$ cat config.mk
export PLATFORM = sky130hd
export DESIGN_NAME = quad_step_decoder
export DESIGN_NICKNAME = d
export VERILOG_FILES = /design/src/rtl/quad_step_decoder.sv
export SDC_FILE = /design/constraint.sdc
export NUM_CORES = 1
export LEC_CHECK = 0
export ABC_AREA = 1
export ABC_CLOCK_PERIOD_IN_PS = 900
export BUFFER_PORTS_ARGS = -buffer_cell sky130_fd_sc_hd__buf_4
export CAP_MARGIN = 15
export CORE_MARGIN = 4
export CORE_UTILIZATION = 30
export CTS_BUF_LIST = sky130_fd_sc_hd__clkbuf_4
export DETAILED_ROUTE_END_ITERATION = 10
export PLACE_DENSITY_LB_ADDON = 0.25
export SYNTH_ARGS = -nofsm -noshare
export SYNTH_HDL_FRONTEND = slang
export SYNTH_SLANG_ARGS = --single-unit
$ cat constraint.sdc
create_clock -name clk -period 0.9 [get_ports clk]
set_input_delay 0 -clock clk [delete_from_list [all_inputs] [get_ports clk]]
set_output_delay 0 -clock clk [all_outputs]
set_load 0.03 [all_outputs]
$ cat src/rtl/quad_step_decoder.sv
// Quadrature A/B front-end: per-channel synchronizer and persistence filter,
// then a phase decoder producing a one-cycle step pulse, direction and error flag.

module quad_step_chan #(
  parameter int FILT_LEN = 4
) (
  input  logic clk,
  input  logic rst,
  input  logic i_in,
  output logic o_acc
);
  localparam logic [3:0] LIM = 4'(FILT_LEN - 1);

  logic       r_s1, r_s2, r_acc;
  logic [3:0] r_cnt;

  always_ff @(posedge clk or posedge rst) begin
    if (rst) begin
      r_s1  <= 1'b0;
      r_s2  <= 1'b0;
      r_acc <= 1'b0;
      r_cnt <= '0;
    end else begin
      r_s1 <= i_in;
      r_s2 <= r_s1;
      // Any return to the accepted value restarts the persistence count.
      if (r_s2 == r_acc) begin
        r_cnt <= '0;
      end else if (r_cnt == LIM) begin
        r_acc <= r_s2;
        r_cnt <= '0;
      end else begin
        r_cnt <= r_cnt + 4'd1;
      end
    end
  end

  assign o_acc = r_acc;
endmodule

module quad_step_decoder #(
  parameter int FILT_LEN = 4
) (
  input  logic       clk,
  input  logic       rst,
  input  logic       a_in,
  input  logic       b_in,
  input  logic       err_clr,
  output logic       step,
  output logic       up_down,
  output logic       err,
  output logic [1:0] phase
);
  logic [1:0] w_pin, w_cur, w_up_nxt, w_dn_nxt;
  logic       w_up, w_dn, w_bad;
  logic [1:0] r_prev;
  logic       r_step, r_up_down, r_err;

  assign w_pin = {a_in, b_in};

  for (genvar g = 0; g < 2; g++) begin : g_chan
    quad_step_chan #(.FILT_LEN(FILT_LEN)) u_chan (
      .clk  (clk),
      .rst  (rst),
      .i_in (w_pin[g]),
      .o_acc(w_cur[g])
    );
  end

  // Gray successor of prev in the up (A leads B) and down directions.
  assign w_up_nxt = {~r_prev[0], r_prev[1]};
  assign w_dn_nxt = {r_prev[0], ~r_prev[1]};
  assign w_up     = (w_cur == w_up_nxt);
  assign w_dn     = (w_cur == w_dn_nxt);
  assign w_bad    = ((w_cur ^ r_prev) == 2'b11);

  always_ff @(posedge clk or posedge rst) begin
    if (rst) begin
      r_prev    <= 2'b00;
      r_step    <= 1'b0;
      r_up_down <= 1'b1;
      r_err     <= 1'b0;
    end else begin
      r_prev <= w_cur;
      r_step <= w_up | w_dn;
      if (w_up)      r_up_down <= 1'b1;
      else if (w_dn) r_up_down <= 1'b0;
      if (w_bad)        r_err <= 1'b1;
      else if (err_clr) r_err <= 1'b0;
    end
  end

  assign step    = r_step;
  assign up_down = r_up_down;
  assign err     = r_err;
  assign phase   = w_cur;
endmodule

After elaboration in Yosys (flattened, before gate mapping)
Index checks and enable logic that the tools add are counted.
{"block": "word_totals", "regBits": 19, "latch_bits": 0, "mem_bits_rw": 0, "romBits": 0, "inputBits": 5, "output_inout_bits": 5, "wordCells": 39, "n_memories": 0}
{"block": "op_classes", "add_sub_neg": 2, "multipliers": 0, "div": 0, "magnitude_cmp": 0, "eq_ne": 7, "n_shift": 0, "muxes": 8, "bitwise_logic": 6, "n_reduce_logical": 4}
{"operator": "4-bit 2-to-1 mux", "count": 4}
{"operator": "4-bit by 1-bit adder with 4-bit output (second input constant)", "count": 2}
{"operator": "4-bit by 2-bit == test with 1-bit output (second input constant)", "count": 2}
{"operator": "2-bit == test", "count": 2}
{"operator": "1-bit 2-to-1 mux", "count": 4}
{"operator": "1-bit NOT", "count": 4}
{"operator": "2-bit AND reduction", "count": 2}
{"operator": "2-bit nonzero test", "count": 2}
{"operator": "1-bit == test", "count": 2}
{"operator": "2-bit == test (second input constant)", "count": 1}
{"operator": "2-bit bitwise XOR", "count": 1}
{"operator": "1-bit OR", "count": 1}

Longest topological paths before layout
{"block": "logic_depth", "ltp_word": 4, "depth_mapped": 5, "mapped_depth_nobuf": 5}

Modules after synthesis
Synthesis repeated with hierarchy kept, for this count alone.
{"block": "unflattened", "cells_unflattened": 86, "area_unflattened_um2": 808.3}
{"mod": "quad_step_chan", "instances": 2, "cells_each": 29, "area_each_um2": 290.3, "seq_area_each_um2": 175.2}
{"mod": "quad_step_decoder", "instances": 1, "cells_each": 28, "area_each_um2": 227.7, "seq_area_each_um2": 126.4}

Worst setup path before layout
OpenSTA, ideal clock, no wires.
{"block": "synth_timing", "kind": "flip-flop to flip-flop", "start": "register g_chan[0].u_chan.r_cnt[0]", "end": "register g_chan[0].u_chan.r_cnt[3]", "setup_time_ps": 72, "arrival_time_ps": 871, "required_ps": 828, "slack_ps": -43, "path_stages_with_launch": 5, "n_path_buf": 0, "period_less_slack_ps": 943, "cell_sequence": "dfrtp_1 -> ha_1 -> nand2_1 -> nand3_1 -> nor2_1"}
{"block": "synth_between", "elab_chain_cells": 3, "word_cells_on_any_way": 4, "classes_between": "add/sub (1); eq/ne (1); mux (2)"}
{"item": "start, declared", "line": "15", "source": "logic [3:0] r_cnt;"}
{"item": "start signal, assigned", "line": "33", "source": "r_cnt <= r_cnt + 4'd1;"}
{"item": "4-bit by 1-bit adder with 4-bit output / 4-bit by 2-bit == test with 1-bit output (equally long branches)", "line": "33, 29"}
{"item": "4-bit 2-to-1 mux (*)", "line": "29", "source": "end else if (r_cnt == LIM) begin"}
{"item": "4-bit 2-to-1 mux (*)", "line": "27", "source": "if (r_s2 == r_acc) begin"}
Mark *: on every way between the ends. The rest lies on a longest branch, timed or not.
A chain may end at the register's enable or synchronous reset.

Worst setup path after layout
{"block": "layout_timing", "start": "register g_chan[0].u_chan.r_acc", "end": "output phase[0]"}
{"item": "start, declared", "line": "14", "source": "logic r_s1, r_s2, r_acc;"}
{"item": "start signal, assigned", "line": "30", "source": "r_acc <= r_s2;"}
{"item": "end, declared", "line": "52", "source": "output logic [1:0] phase"}
No word-level cell between the ends.

==> summary.md <==
| Metric | Value |
|---|---|
| Status | complete, but fails checks |
| Failing checks | setup timing |
| Post-DP HPWL | roughly 900 um |
| Post-Route WL | ~1300 um |
| CTS root buffer | clkbuf_4 |
| Main combinational cell family by area after synthesis | simple AND/OR/NAND/NOR gates |
| CTS tree | yes |
| Slew headroom | 78.87% |
| Top cells by count, synth | 18 x dfrtp_1, 17 x nand2_1, 9 x nor2_1 |
| Overflow after GRT | 0 |
| Yosys cell types | 17 |
| Peak VDD IR | between 1 and 1.5 mV |
| Critical path class | reg -> out |
| Flop and latch count out of synthesis | 19 |
| Power Internal | 2406 uW |
| Die width | 58.61 um |
| DRT iter0 DRCs | 4 |
| Gpl congestion | 0.7618 |
| Area Overhead vs Synth | 56.03% |
| Initial core utilization | 31.29% |
| Post-synth EDFFs | 0 |
| Switch Pwr | 1523 uW |
| CP arrival | 1000 ps |
| Final hold viol count | 0 |
| Post-synthesis xor/xnor area fraction | 5.700% |
| Synth area leaders | dfrtp_1 59%, nand2_1 8.3%, nor2_1 4.4% |
| Routed length per instance | 10.08 um |
| Htree depth | 1 |
| Core ar. | 2455 sq um |
| Switching share of power | ~39% |
| Most frequent cell after synthesis | dfrtp_1 |
| Post-synth top flop | dfrtp_1 |
| Fin. max-slew vios | 0 |
| Worst setup margin | -101.5 ps |
| Worst hold slack | roughly 210 ps |
| Combinational share of power | 52.9% |
| Port Buffer Count | 9 |
| CP required | approximately 900 ps |
| Nets@finish | 110 |
| Non-Filler Instances | 132 |
| Fillers | around 210 |
| Synth Cell Area | 768.2 sq um |
| N_diodes | 0 |
| Residual DRC | 0 |
| Pin count of the biggest net entering global routing | 13 |
| Ys async rst share | between 90% and 100% |
| Fin crit period | 1002 ps |
| Hold Path Class | in -> async |
| Die Y | approximately 59 um |
| Clk pwr share | 11.3% |
| Antenna Nets Post-Route | 0 |
| Seq/Total Area, Yosys | 62.05% |
| Yosys top cell by area | dfrtp_1 |
| Post-Syn Area per Cell | between 10 and 15 sq um |
| MaxCap Viol Count | 0 |
| Vias per Instance | 4.303 |
| Post-Synth Adder-Cell Area | under 10% |
| Tcrit/Tclk final | 111.3% |
| Gate Count Post-Synth | 76 |
| Placed instance count | 118 |
| RSZ-0062 raised after global routing | yes |
| Top cell type's share of synthesized area | between 50% and 60% |
| Number of global-route vias before repair | 597 |
| First-pass GRT wire length | 2387 um |
| Clk slew on worst S/H paths | 110 ps |
| CTS buffer count | 3 |
| Worst Tran Pin Value | 316.6 ps |
| Row count | 18 |
| Net count after synthesis | 83 |
| Clock sinks | 19 |
| Crit Path Max Fanout | 5 |
| PD cells | 3277 nW/um^2 |
| Total negative setup slack | -756.9 ps |
| Layout cells sized above 1 | 55.88% |
| I/O Pins | 10 |
| Die area | between 3000 and 4000 sq um |
| CTS max path bufs | 2 |
| GRT Total Usage | 8.832% |
| Via count | 568 |
| Sequential power share | between 30 and 40% |
| Router iterations before antenna repair | 2 |
| Initial antenna violation count | 0 |
| Ys Warns | 0 |
| P_leak | around 0.00056 uW |
| Worst setup SP type | flop |
| Clock skew | 6.338 ps |
| Clock Latency Late Sink | 280 ps |
| Simple-gate share of the synthesized area | between 20% and 30% |
| Post-place setup slack | -79.10 ps |
| Synth Area in Compound Gates | between 2 and 3% |
| Final Setup Violations | 15 |
| F_max | 998.5 MHz |
| Fraction of synthesized area in multiplexers | 0% |
| Critical path endpoint category | output pin |
==> through the flow <==
stage,util [%],cell area (sq um),power [uW]
5_1_grt,48.83,1199,4214
3_5_place_dp,36.70,900.9,2631
2_1_floorplan,-,773.2,2232
4_1_cts,43.88,1077,3489
3_3_place_gp,36.70,900.9,2594
6_report,48.83,1199,3928
==> path summary, 6_finish.rpt <==
kind / cells past startpoint / from / slack (ps) / to
min in group clk: 0 / g_chan[1].u_chan.r_s1 / 360 / g_chan[1].u_chan.r_s2
max in group asynchronous: 4 / rst / 210 / g_chan[1].u_chan.r_cnt[2]
worst max-delay path: 2 / g_chan[0].u_chan.o_acc / -100 / phase[0]
worst min-delay path: 3 / rst / 210 / g_chan[0].u_chan.r_s1
worst min register to register: 0 / g_chan[1].u_chan.r_s1 / 360 / g_chan[1].u_chan.r_s2
worst max register to register: 4 / g_chan[0].u_chan.o_acc / -90 / step
==> placed cells by master, fill, tap and decap left out <==
| cell type | count |
|---|---|
| clkbuf_4 | 4 |
| nor2_2 | 6 |
| o21ai_1 | 2 |
| a21oi_2 | 1 |
| nand2_1 | 10 |
| ha_4 | 1 |
| buf_4 | 12 |
| xnor2_1 | 1 |
| nor2_4 | 2 |
| nand3_1 | 1 |
| xor2_1 | 2 |
| inv_8 | 1 |
| o21ai_0 | 1 |
| inv_1 | 7 |
| dfstp_2 | 1 |
| ha_2 | 1 |
| dfrtp_1 | 15 |
| nand3_2 | 1 |
| nand2_2 | 3 |
| and3_4 | 2 |
| nand3_4 | 2 |
| dfrtp_2 | 3 |
| buf_6 | 8 |
| xnor2_2 | 2 |
| inv_2 | 1 |
| nand4_1 | 1 |
| nand2_4 | 6 |
| dlygate4sd3_1 | 4 |
| nor2_1 | 1 |
==> power groups by stage <==
| stage | clock network (uW) | logic (uW) | registers, uW |
|---|---|---|---|
| floorplan | 0 | 759 | 1470 |
| global placement | 0 | 1240 | 1360 |
| CTS | 463 | 1660 | 1370 |
| detailed placement | 0 | 1260 | 1370 |
| finish | 444 | 2080 | 1410 |
| global route | 489 | 2270 | 1450 |
==> cell families (layout without fill, tap and decap cells) <==
kind of cell	Yosys count	after routing
buf+inv	11	37
fa+ha+maj	2	2
simple gates	35	35
xor+xnor	5	5
compound gates	4	4
flops	19	19
==> metal layers <==
metal	global-route usage (%)	wire length, um
met3	1.974	68
met1	11.82	624
met2	14.19	621
met5	0	0
met4	2.913	17
==> critical path, cell delays in order, from the launching register on <==
cell     delay [ps]
dfrtp_2         460
buf_6           130
buf_6           120
==> area by class of cell <==
| type | instances | area, sq um | area share (%) |
|---|---|---|---|
| inverter | 9 | 41.29 | 3.445 |
| sequential | 19 | 480.5 | 40.08 |
| multi-input combinational | 46 | 389.1 | 32.46 |
| clock buffer | 4 | 30.03 | 2.505 |
| timing repair buffer | 24 | 220.2 | 18.37 |
| tap | 30 | 37.54 | 3.132 |
==> sequential cells by signal, indices dropped and copies added, names as in the netlist <==
signal and count:
g_chan.u_chan.o_acc 2, g_chan.u_chan.r_cnt 8, g_chan.u_chan.r_s2 2, err 1, up_down 1, step 1, g_chan.u_chan.r_s1 2, r_prev 2
==> what timing repair did <==
action	in CTS	in global routing
pin swaps	10	11
hold endpoints to repair	22	0
resized for setup	21	28
hold buffers	4	0
buffers inserted	4	2
setup endpoints to repair	13	16
No activity file was read; power rests on OpenSTA's default activity.
